==> config.mk <==
export PLATFORM = sky130hd
export DESIGN_NAME = gumnut_alu_ctrl
export DESIGN_NICKNAME = d
export VERILOG_FILES = /design/src/rtl/gumnut_alu_pkg.sv /design/src/rtl/gumnut_regfile.sv /design/src/rtl/gumnut_alu_ctrl.sv
export SDC_FILE = /design/constraint.sdc
export NUM_CORES = 1
export LEC_CHECK = 0
export CORE_ASPECT_RATIO = 0.5
export CORE_MARGIN = 1
export CORE_UTILIZATION = 25
export DETAILED_ROUTE_END_ITERATION = 6
export PLACE_DENSITY = 0.4
export SYNTH_ARGS = -nofsm -noshare
export SYNTH_HDL_FRONTEND = slang
export SYNTH_SLANG_ARGS = --single-unit
export TNS_END_PERCENT = 20
==> constraint.sdc <==
create_clock -name clk_i -period 1.9 [get_ports clk_i]
set_input_delay 0.38 -clock clk_i [delete_from_list [all_inputs] [get_ports clk_i]]
set_output_delay 0.38 -clock clk_i [all_outputs]
set_load 0.05 [all_outputs]
==> src/rtl/gumnut_alu_pkg.sv <==
// ============================================================================
// gumnut_alu_pkg : shared types, opcode prefixes and field positions
// Rev 1.0
// ============================================================================
`default_nettype none

package gumnut_alu_pkg;

  localparam int INSTR_W = 18;

  typedef enum logic [1:0] {
    IDLE   = 2'd0,
    DECODE = 2'd1,
    EXEC   = 2'd2,
    WB     = 2'd3
  } state_t;

  typedef enum logic [1:0] {
    FMT_IMM = 2'd0,
    FMT_REG = 2'd1,
    FMT_SHF = 2'd2,
    FMT_ILL = 2'd3
  } fmt_t;

  localparam logic       OP_IMM = 1'b0;
  localparam logic [3:0] OP_REG = 4'b1110;
  localparam logic [2:0] OP_SHF = 3'b110;

  localparam int IMM_FN_LSB  = 14;
  localparam int IMM_RD_LSB  = 11;
  localparam int IMM_RS_LSB  = 8;
  localparam int REG_FN_LSB  = 11;
  localparam int REG_RD_LSB  = 8;
  localparam int REG_RS_LSB  = 5;
  localparam int REG_R2_LSB  = 2;
  localparam int SHF_RD_LSB  = 12;
  localparam int SHF_RS_LSB  = 9;
  localparam int SHF_CNT_LSB = 5;
  localparam int SHF_FN_LSB  = 0;

  typedef struct packed {
    logic       shift;
    logic       lgc;
    logic [1:0] fn;
  } alu_sel_t;

  function automatic fmt_t classify(input logic [INSTR_W-1:0] instr);
    if (instr[17] == OP_IMM)          return FMT_IMM;
    else if (instr[17:14] == OP_REG)  return FMT_REG;
    else if (instr[17:15] == OP_SHF)  return FMT_SHF;
    else                              return FMT_ILL;
  endfunction

endpackage

`default_nettype wire

==> src/rtl/gumnut_regfile.sv <==
// ============================================================================
// gumnut_regfile : 8x8 register file, r0 hard zero, 1 write / 3 read ports
// Rev 1.0
// ============================================================================
`default_nettype none

module gumnut_regfile #(
  parameter int DW   = 8,
  parameter int NREG = 8,
  parameter int AW   = $clog2(NREG)
) (
  input  logic          clk_i,
  input  logic          rst_i,
  input  logic          we_i,
  input  logic [AW-1:0] waddr_i,
  input  logic [DW-1:0] wdata_i,
  input  logic [AW-1:0] rs_addr_i,
  output logic [DW-1:0] rs_data_o,
  input  logic [AW-1:0] r2_addr_i,
  output logic [DW-1:0] r2_data_o,
  input  logic [AW-1:0] dbg_addr_i,
  output logic [DW-1:0] dbg_data_o
);

  logic [DW-1:0] mem_q [NREG];

  always_ff @(posedge clk_i) begin
    if (rst_i) begin
      for (int i = 0; i < NREG; i++) mem_q[i] <= '0;
    end else if (we_i && (waddr_i != '0)) begin
      mem_q[waddr_i] <= wdata_i;
    end
  end

  assign rs_data_o  = (rs_addr_i  == '0) ? '0 : mem_q[rs_addr_i];
  assign r2_data_o  = (r2_addr_i  == '0) ? '0 : mem_q[r2_addr_i];
  assign dbg_data_o = (dbg_addr_i == '0) ? '0 : mem_q[dbg_addr_i];

endmodule

`default_nettype wire

==> src/rtl/gumnut_alu_ctrl.sv <==
// ============================================================================
// gumnut_alu_ctrl : IDLE/DECODE/EXEC/WB sequencer around the external ALU
// Rev 1.0
// ============================================================================
`default_nettype none

module gumnut_alu_ctrl
  import gumnut_alu_pkg::*;
#(
  parameter int IW   = 18,
  parameter int DW   = 8,
  parameter int NREG = 8
) (
  input  logic          clk_i,
  input  logic          rst_i,
  input  logic          instr_valid_i,
  input  logic [IW-1:0] instr_i,
  output logic          instr_ready_o,
  output logic [DW-1:0] alu_rs_o,
  output logic [DW-1:0] alu_op2_o,
  output logic [2:0]    alu_count_o,
  output logic          alu_carry_o,
  output logic [3:0]    alu_sel_o,
  input  logic [DW-1:0] alu_res_i,
  input  logic          alu_zero_i,
  input  logic          alu_carry_i,
  output logic          done_o,
  output logic          illegal_o,
  output logic          z_flag_o,
  output logic          c_flag_o,
  input  logic [2:0]    dbg_addr_i,
  output logic [DW-1:0] dbg_data_o
);

  localparam int AW = $clog2(NREG);

  state_t        state_q;
  logic [IW-1:0] instr_q;
  logic [AW-1:0] rd_q;
  logic [DW-1:0] res_q;
  logic          zero_q, cout_q;
  logic          z_q, c_q;
  logic          done_q, illegal_q;
  logic [DW-1:0] alu_rs_q, alu_op2_q;
  logic [2:0]    alu_count_q;
  logic          alu_carry_q;
  alu_sel_t      alu_sel_q;

  fmt_t          fmt_d;
  logic [AW-1:0] rd_d, rs_addr_d, r2_addr_d;
  logic [2:0]    count_d;
  alu_sel_t      sel_d;
  logic          use_imm_d;
  logic [DW-1:0] rs_data, r2_data;

  assign fmt_d = classify(instr_q);

  always_comb begin
    rd_d      = '0;
    rs_addr_d = '0;
    r2_addr_d = '0;
    count_d   = '0;
    sel_d     = '0;
    use_imm_d = 1'b0;
    case (fmt_d)
      FMT_IMM: begin
        rd_d      = instr_q[IMM_RD_LSB +: 3];
        rs_addr_d = instr_q[IMM_RS_LSB +: 3];
        sel_d     = '{shift: 1'b0, lgc: instr_q[IMM_FN_LSB+2], fn: instr_q[IMM_FN_LSB +: 2]};
        use_imm_d = 1'b1;
      end
      FMT_REG: begin
        rd_d      = instr_q[REG_RD_LSB +: 3];
        rs_addr_d = instr_q[REG_RS_LSB +: 3];
        r2_addr_d = instr_q[REG_R2_LSB +: 3];
        sel_d     = '{shift: 1'b0, lgc: instr_q[REG_FN_LSB+2], fn: instr_q[REG_FN_LSB +: 2]};
      end
      FMT_SHF: begin
        rd_d      = instr_q[SHF_RD_LSB +: 3];
        rs_addr_d = instr_q[SHF_RS_LSB +: 3];
        count_d   = instr_q[SHF_CNT_LSB +: 3];
        sel_d     = '{shift: 1'b1, lgc: 1'b0, fn: instr_q[SHF_FN_LSB +: 2]};
      end
      default: ;
    endcase
  end

  gumnut_regfile #(.DW(DW), .NREG(NREG), .AW(AW)) u_regfile (
    .clk_i      (clk_i),
    .rst_i      (rst_i),
    .we_i       (state_q == WB),
    .waddr_i    (rd_q),
    .wdata_i    (res_q),
    .rs_addr_i  (rs_addr_d),
    .rs_data_o  (rs_data),
    .r2_addr_i  (r2_addr_d),
    .r2_data_o  (r2_data),
    .dbg_addr_i (dbg_addr_i),
    .dbg_data_o (dbg_data_o)
  );

  // illegal_o is decided at capture so its pulse lines up with the DECODE cycle
  always_ff @(posedge clk_i) begin
    if (rst_i) begin
      state_q     <= IDLE;
      instr_q     <= '0;
      rd_q        <= '0;
      res_q       <= '0;
      zero_q      <= 1'b0;
      cout_q      <= 1'b0;
      z_q         <= 1'b0;
      c_q         <= 1'b0;
      done_q      <= 1'b0;
      illegal_q   <= 1'b0;
      alu_rs_q    <= '0;
      alu_op2_q   <= '0;
      alu_count_q <= '0;
      alu_carry_q <= 1'b0;
      alu_sel_q   <= '0;
    end else begin
      done_q    <= 1'b0;
      illegal_q <= 1'b0;
      case (state_q)
        IDLE: begin
          if (instr_valid_i) begin
            instr_q   <= instr_i;
            illegal_q <= (classify(instr_i) == FMT_ILL);
            state_q   <= DECODE;
          end
        end
        DECODE: begin
          if (illegal_q) begin
            state_q <= IDLE;
          end else begin
            alu_rs_q    <= rs_data;
            alu_op2_q   <= use_imm_d ? instr_q[7:0] : r2_data;
            alu_count_q <= count_d;
            alu_sel_q   <= sel_d;
            alu_carry_q <= c_q;
            rd_q        <= rd_d;
            state_q     <= EXEC;
          end
        end
        EXEC: begin
          res_q   <= alu_res_i;
          zero_q  <= alu_zero_i;
          cout_q  <= alu_carry_i;
          done_q  <= 1'b1;
          state_q <= WB;
        end
        WB: begin
          z_q     <= zero_q;
          c_q     <= cout_q;
          state_q <= IDLE;
        end
        default: state_q <= IDLE;
      endcase
    end
  end

  assign instr_ready_o = (state_q == IDLE);
  assign alu_rs_o      = alu_rs_q;
  assign alu_op2_o     = alu_op2_q;
  assign alu_count_o   = alu_count_q;
  assign alu_carry_o   = alu_carry_q;
  assign alu_sel_o     = alu_sel_q;
  assign done_o        = done_q;
  assign illegal_o     = illegal_q;
  assign z_flag_o      = z_q;
  assign c_flag_o      = c_q;

endmodule

`default_nettype wire

# After elaboration in Yosys (flattened, before gate mapping)
# Memory sizes are Yosys's and may differ from the RTL's.
# Cells that the tools add are included.
classes:
  mux: 31
  reduce_logical: 11
  eq_ne: 11
  n_bitwise: 3
op_table:
  columns: ["operator", "count"]
  rows:
  - ["$mux 8", 5]
  - ["$mux 2", 9]
  - ["$pmux 3 s3", 2]
  - ["$pmux 4 s3", 1]
  - ["$mux 1", 10]
  - ["$logic_not 3->1", 3]
  - ["$mux 3", 3]
  - ["$eq 2x2->1 const B", 4]
  - ["$eq 4x4->1 const B", 2]
  - ["$pmux 2 s4", 1]
  - ["$reduce_or 8->1", 1]
  - ["$eq 3x3->1 const B", 2]
  - ["$eq 2x1->1 const B", 2]
  - ["$logic_not 2->1", 2]
  - ["$reduce_and 2->1", 2]
  - ["$not 1->1", 3]
  - ["$reduce_bool 3->1", 1]
  - ["$reduce_or 3->1", 1]
  - ["$ne 2x2->1 const B", 1]
  - ["$logic_and 1x1->1", 1]
word_totals:
  in_bits: 34
  memories: 1
  ramBits: 64
  output_inout_bits: 37
  word_cells: 74
  ff_bits: 61
memory_table:
  columns: ["memory", "depth", "word_bits", "rd", "rd_ports_with_merged_regs", "write_ports", "line", "rtl"]
  rows:
  - ["u_regfile.mem_q", 8, 8, 3, 0, 8, "gumnut_regfile.sv:25", "logic [DW-1:0] mem_q [NREG];"]

# Logic depth before layout (Yosys ltp)
# Gate-level depths: netlist (run 1).
logic_depth:
  word_depth: 9
  ltp_mapped: 8
  mapped_depth_nobuf: 5

# Modules after synthesis
# From an unflattened synthesis (run 1), not the netlist that was laid out.
hier_totals:
  hier_cells: 576
  hier_area_um2: 6256.0
by_module_without_submodules:
  columns: ["mod", "area_each_um2", "cells_each", "n_inst"]
  rows:
  - ["gumnut_regfile", 3778.6, 297, 1]
  - ["gumnut_alu_ctrl", 2477.4, 279, 1]

# Least setup slack after synthesis (run 1)
# OpenSTA, ideal clock, no wires.
synth_path:
  kind: "input to output"
  from: "in dbg_addr_i[0]"
  to: "out dbg_data_o[0]"
  n_path_buf: 2
  slack_ns: -1.058
  path_stages: 4
  arrival_ns: 2.578
  cell_sequence: "clkbuf_1 > clkbuf_1 > a21oi_1 > a221oi_1"
synth_via:
  elab_chain_cells: 2
  word_cells_on_any_way: 3
synth_lines:
  columns: ["element", "line", "rtl"]
  rows:
  - ["start, declared", "gumnut_alu_ctrl.sv:31", "input logic [2:0] dbg_addr_i,"]
  - ["$mem_v2 8x8 / $logic_not 3->1 (equally long branches)", null, null]
  - ["$mux 8 *", "gumnut_regfile.sv:37", "assign dbg_data_o = (dbg_addr_i == '0) ? '0 : mem_q[dbg_addr_i];"]
  - ["end, declared", "gumnut_alu_ctrl.sv:32", "output logic [DW-1:0] dbg_data_o"]
# Every way passes the cells marked *; elsewhere a longest branch is shown, timed or not.

==> results of run 1 <==
[worst max-delay path, cell delays in order, from the launching register on]
cell,delay [ns]
edfxtp_1,0.53
mux4_2,0.55
nor2_4,0.13
a221oi_4,0.05
buf_12,0.17
[cells in the mapped netlist, types with 13 or more instances]
cell type / n
mux2i_1: 40
o21ai_0: 21
nor2b_1: 13
dfxtp_1: 61
clkbuf_1: 33
mux2_2: 15
a21oi_1: 40
nor2_1: 36
edfxtp_1: 64
nand2_1: 89
and2_1: 58
a221oi_1: 16
o211ai_1: 14
a22oi_1: 18
[per-layer routing]
metal / vias to the layer above / global-route usage / share of wire
met4: 0 / 0.0567 / 0.013
met5: - / 0 / 0
li1: 2527 / - / -
met1: 2618 / 0.289 / 0.54
met2: 154 / 0.256 / 0.40
met3: 21 / 0.0451 / 0.050
[flip-flops by register name, indices dropped and copies added (netlist names), named ones only]
name / count
alu_carry_o: 1
alu_count_o: 3
alu_op2_o: 8
alu_rs_o: 8
alu_sel_o: 4
c_flag_o: 1
cout_q: 1
done_o: 1
illegal_o: 1
instr_q: 18
rd_q: 3
res_q: 8
state_q: 1
u_regfile.mem_q: 64
z_flag_o: 1
zero_q: 1
[metrics by stage]
stage	hold slack [ns]	cell area [um2]	setup TNS (ns)	setup slack [ns]	power (W)
after global placement	0.446	8120	-5.04	-0.484	0.00430
after floorplan	0.437	6460	-0.713	-0.0300	0.00375
final	0.238	8940	-2.42	-0.329	0.00752
after detailed placement	0.459	8120	-5.28	-0.531	0.00430
after global routing	0.256	8940	-3.04	-0.375	0.00779
after CTS	0.237	8920	-2.49	-0.331	0.00757
[cell type report]
| class | instances | area share |
|---|---|---|
| inverters | 5 | 0.00210 |
| flip-flops and latches | 125 | 0.352 |
| repair buffers | 167 | 0.175 |
| multi-input cells | 443 | 0.360 |
| clock inverters | 14 | 0.0162 |
| well taps | 336 | 0.0470 |
| clock buffers | 18 | 0.0480 |
[where the power goes]
group          switching [W]  internal (W)  total (W)
sequential          0.000148       0.00296    0.00310
clock                0.00128       0.00193    0.00320
combinational       0.000662      0.000549    0.00121
total                0.00209       0.00543    0.00752
[repair_timing]
item                       4_1_cts  5_1_grt
cloned                           2        0
pin swaps                        7        2
setup endpoints to repair       25       22
setup buffers                    3        1
resized for setup               45       10
[how the worst min path moves through the flow]
stage | end | depth (start not counted) | start
4_1_cts | alu_carry_o | 2 | rst_i
2_1_floorplan | cout_q | 2 | cout_q
6_report | alu_carry_o | 2 | rst_i
3_5_place_dp | cout_q | 2 | cout_q
5_1_grt | alu_carry_o | 2 | rst_i
3_3_place_gp | zero_q | 2 | zero_q
[logic make-up (layout without fill, tap and decap cells)]
kind of cell | count (synthesis) | in the layout | synth area share
mux | 63 | 63 | 0.120
buf+inv | 47 | 204 | 0.0340
simple gates | 231 | 231 | 0.187
other cells | 1 | 8 | 0.000600
flops | 125 | 125 | 0.503
compound gates | 141 | 141 | 0.155
[cell usage in the layout, fill, tap and decap left out, drive strengths merged, types with 8 or more instances in the layout]
master / instances
a21oi: 40
dfxtp: 61
clkbuf: 19
buf: 131
edfxtp: 64
mux2i: 40
nand2: 89
clkdlybuf4s50: 29
or2: 8
o22a: 8
nor2b: 13
clkinv: 8
conb: 8
a221oi: 17
o211ai: 14
nor2: 36
mux2: 15
o21ai: 21
mux4: 8
a22oi: 18
and2: 58
==> impl_metrics.toml, run 1 <==
[grt]
overflow = 0
grt_pass1_vias = 5221
grt_start_max_net_pins = 50
grt_pass1_wl_mm = 34.5
antenna_found_initial = 0
gr-usage-all-layers = 0.189

[floorplan]
ios = 71
die_area_mm2 = 0.0257
die_x_um = 226
start_util = 0.257
core_area_mm2 = 0.0243
rows = 40
dieHeight_um = 114

[placed_design]
port_buffers = 70
dp_hpwl_mm = 17.7
routabilityCongestion = 0.913
place_inst = 1070

[clock_network]
htree_levels = 4
clock_sinks = 125
ctsHoldBuffers = 0
cts_root_buf = "clkbuf_16"
cts_tree = "done"
clk-insertion-delay-late_ns = 0.43
clk_path_buf_depth = 2
path_clk_slew_ns = 0.06
cts_inserted_buffers = 17

[final_layout]
multi_input_area_mm2 = 0.00322
diodes = 0
postLayoutCoreUtil = 0.368
drive_gt1_frac = 0.304
finalNonFillerCells = 1108
num-fill-cells = 2449
seq_area_mm2 = 0.00315
nNetsFinal = 793
syn2layout_area_growth_pct = 43.1

[synth]
seq_area_frac_synth = 0.503
ys_async_sr_fraction = 0
syn_area_mm2 = 0.00625
synth_warnings = 0
synthDistinctLibCells = 45
synth.top_cell.area_share = 0.308
ys.flop_type = "edfxtp_1"
syn_area_per_cell_um2 = 10.3
synth_area_leaders = "edfxtp_1, dfxtp_1, mux2i_1"
yosysTopAreaCell = "edfxtp_1"
yosys_register_bits = 125
synth_edf_count = 64
synth_cells = 608

[drt]
viasPerCell = 4.80
wirelength_mm = 23.3
first_pass_iters = 5
dr_total_vias = 5320
ant_nets = 0
first_iter_violations = 414
wire_per_inst_um = 21.0
drc_errors = 0

[timing]
hold_viol = 0
fin_crit_ns = 2.23
period_share = 1.17
max_slew_margin = 0.367
drv_slew = 0
finClkSkew_ns = 0.0144
setup_slack_ns = -0.329
fmax_mhz = 449
worstMarginPinSlew_ns = 0.945
rsz0062_at_grt = "yes"
report.final.setup_viol = 10

[power]
p_leak_nw = 3.48
p_per_area_mw_per_mm2 = 841
max-vdd-ir-drop_v = 0.000495

[worst_setup_path]
required_ns = 1.52
start_kind = "register"
worstSetupStartpoint = "u_regfile.mem_q[2][4]"
critPathCapture = "dbg_data_o[4]"
r2r_start = "instr_q[17]"
end_kind = "output pin"
critPathKind = "register to output pin"
reg2regPathDepth = 6
crit_fanout = 3
r2r_setup_slack_ns = -0.11
r2r_end = "alu_rs_o[3]"
cp.arrival_ns = 1.85

[hold_path]
min_path_type = "primary input to register"

[outcome]
status = "finished with violations"
violations = "setup timing"

[flow_run]
cap_viol_max_count = 0
Note: power is estimated with default switching activity, not from simulation.
==> run 2, diff against run 1 <==
CORE_MARGIN = 3   (was 1)
CORE_UTILIZATION = 51   (was 25)
PLACE_DENSITY = 0.73   (was 0.4)
==> impl_metrics.toml, run 2 (synthesis gave the netlist of run 1 again) <==
[worst_setup_path]
crit_path_top_delay_cell = "mux4_2"
worstPathCellList = "mux4_2 -> nor2_4 -> a221oi_4 -> buf_12"
critical-path-max-stage-delay_ns = 0.55
end_kind = "output pin"
cp.arrival_ns = 1.81
cp_num_buf_inv = 1
required_ns = 1.52
start_kind = "register"
crit_fanout = 2
crit_family = "multiplexers"
critPathKind = "register to output pin"

[final_layout]
largest_register_ff_count = 64
finalNonFillerCells = 912
diodes = 0
drive_gt1_frac = 0.279
final_cell_mix = "buf_4, nand2_1, edfxtp_1"
largest_registers = "u_regfile.mem_q: 64 flops, instr_q: 18 flops"
layout_commonest_cell = "buf_4"
syn2layout_area_growth_pct = 36.6
regMostFlops = "u_regfile.mem_q"
nNetsFinal = 774

[drt]
wire_per_inst_um = 21.2
drc_errors = 0
route.met2.wl_mm = 8.25
viasPerCell = 5.93
wl_met3_mm = 2.36
wirelength_mm = 19.3
first_pass_iters = 5
wl_met1_mm = 8.44
ant_nets = 0
highest_layer = "met4"
first_iter_violations = 553
dr_total_vias = 5408

[clock_network]
htree_levels = 4
clk-insertion-delay-late_ns = 0.41
clk_path_buf_depth = 2
cts_inserted_buffers = 17
clock_sinks = 125
cts_tree = "done"
ctsHoldBuffers = 0
cts_root_buf = "clkbuf_16"
path_clk_slew_ns = 0.05

[timing]
drv_slew = 0
fin_crit_ns = 2.19
rsz0062_at_grt = "yes"
finClkSkew_ns = 0.00834
fmax_mhz = 458
period_share = 1.15
setup_tns_ns = -1.88
max_slew_margin = 0.440
worstMarginPinSlew_ns = 0.836
hold_viol = 0
report.final.setup_viol = 10
finalHoldWorstSlack_ns = 0.445
setup_slack_ns = -0.286

[grt]
overflow = 0
gr-usage-all-layers = 0.286
antenna_found_initial = 0
grt_start_max_net_pins = 34
grt_pass1_vias = 5174
grt_pass1_wl_mm = 30.0

[floorplan]
start_util = 0.546
core_area_mm2 = 0.0115
rows = 27
die_area_mm2 = 0.0137
dieHeight_um = 84.3
die_x_um = 163
ios = 71

[power]
p_per_area_mw_per_mm2 = 871
report.power.total_w = 0.00744
max-vdd-ir-drop_v = 0.000651
p_leak_nw = 3.40

[outcome]
status = "finished with violations"
violations = "setup timing"

[placed_design]
dp_hpwl_mm = 14.4
place_ws_ns = -0.532
routabilityCongestion = 0.914
port_buffers = 70
place_inst = 872

[flow_run]
cap_viol_max_count = 0

[hold_path]
min_path_type = "primary input to register"
-- run 2: changes by cell type in the layout (fill, tap and decap cells not counted), moves of 3 or more --
| cell | previous run | this run |
|---|---|---|
| buf_4 | 113 | 91 |
| clkbuf_1 | 1 | 4 |
| clkbuf_8 | 0 | 6 |
| clkinv_4 | 4 | 0 |
| dlygate4sd2_1 | 4 | 9 |
| mux2i_1 | 34 | 37 |
| o21ai_0 | 9 | 6 |
| o21ai_1 | 4 | 7 |
-- run 2: repair_timing --
item,4_1_cts,5_1_grt
gates resized for setup,53,11
endpoints found under the setup margin,29,30
gates cloned,1,0
pin swaps,7,6
buffers inserted,3,4
-- run 2: through the flow --
stage                     instance area, um2   util
after floorplan                         6460      -
after global placement                  7720  0.674
after detailed placement                7720  0.674
after CTS                               8490  0.742
after global routing                    8540  0.746
final                                   8540  0.746
-- run 2: tightest hold or removal path: stages --
cell and delay (ns):
buf_2 0.16, buf_4 0.19, nor2_1 0.09
-- run 2: final cells by class --
type / count / area (um2)
Sequential cell: 125 / 3150
Clock buffer: 28 / 548
Tap cell: 159 / 199
Multi-Input combinational cell: 443 / 3200
Timing Repair Buffer: 148 / 1380
Fill cell: 818 / 2910
Inverter: 5 / 18.8
Clock inverter: 4 / 46.3
-- run 2: final timing paths --
kind | from | slack, ns | end | cells after the start
worst min register to register | zero_q | 0.46 | zero_q | 2
worst min-delay path | rst_i | 0.45 | rd_q[1] | 3
worst max register to register | instr_q[15] | -0.04 | alu_op2_o[4] | 6
worst max-delay path | u_regfile.mem_q[3][2] | -0.29 | dbg_data_o[2] | 4
-- run 2: metal layers --
layer,up-vias,track usage
met2,308,0.411
met1,2590,0.424
met3,29,0.0803
met5,-,0
li1,2481,-
met4,0,0.0798
-- run 2: power breakdown --
part | total, W | internal (W) | switching [W]
sequential | 0.00310 | 0.00296 | 0.000140
combinational | 0.00113 | 0.000504 | 0.000622
clock | 0.00322 | 0.00209 | 0.00113
total | 0.00744 | 0.00555 | 0.00189
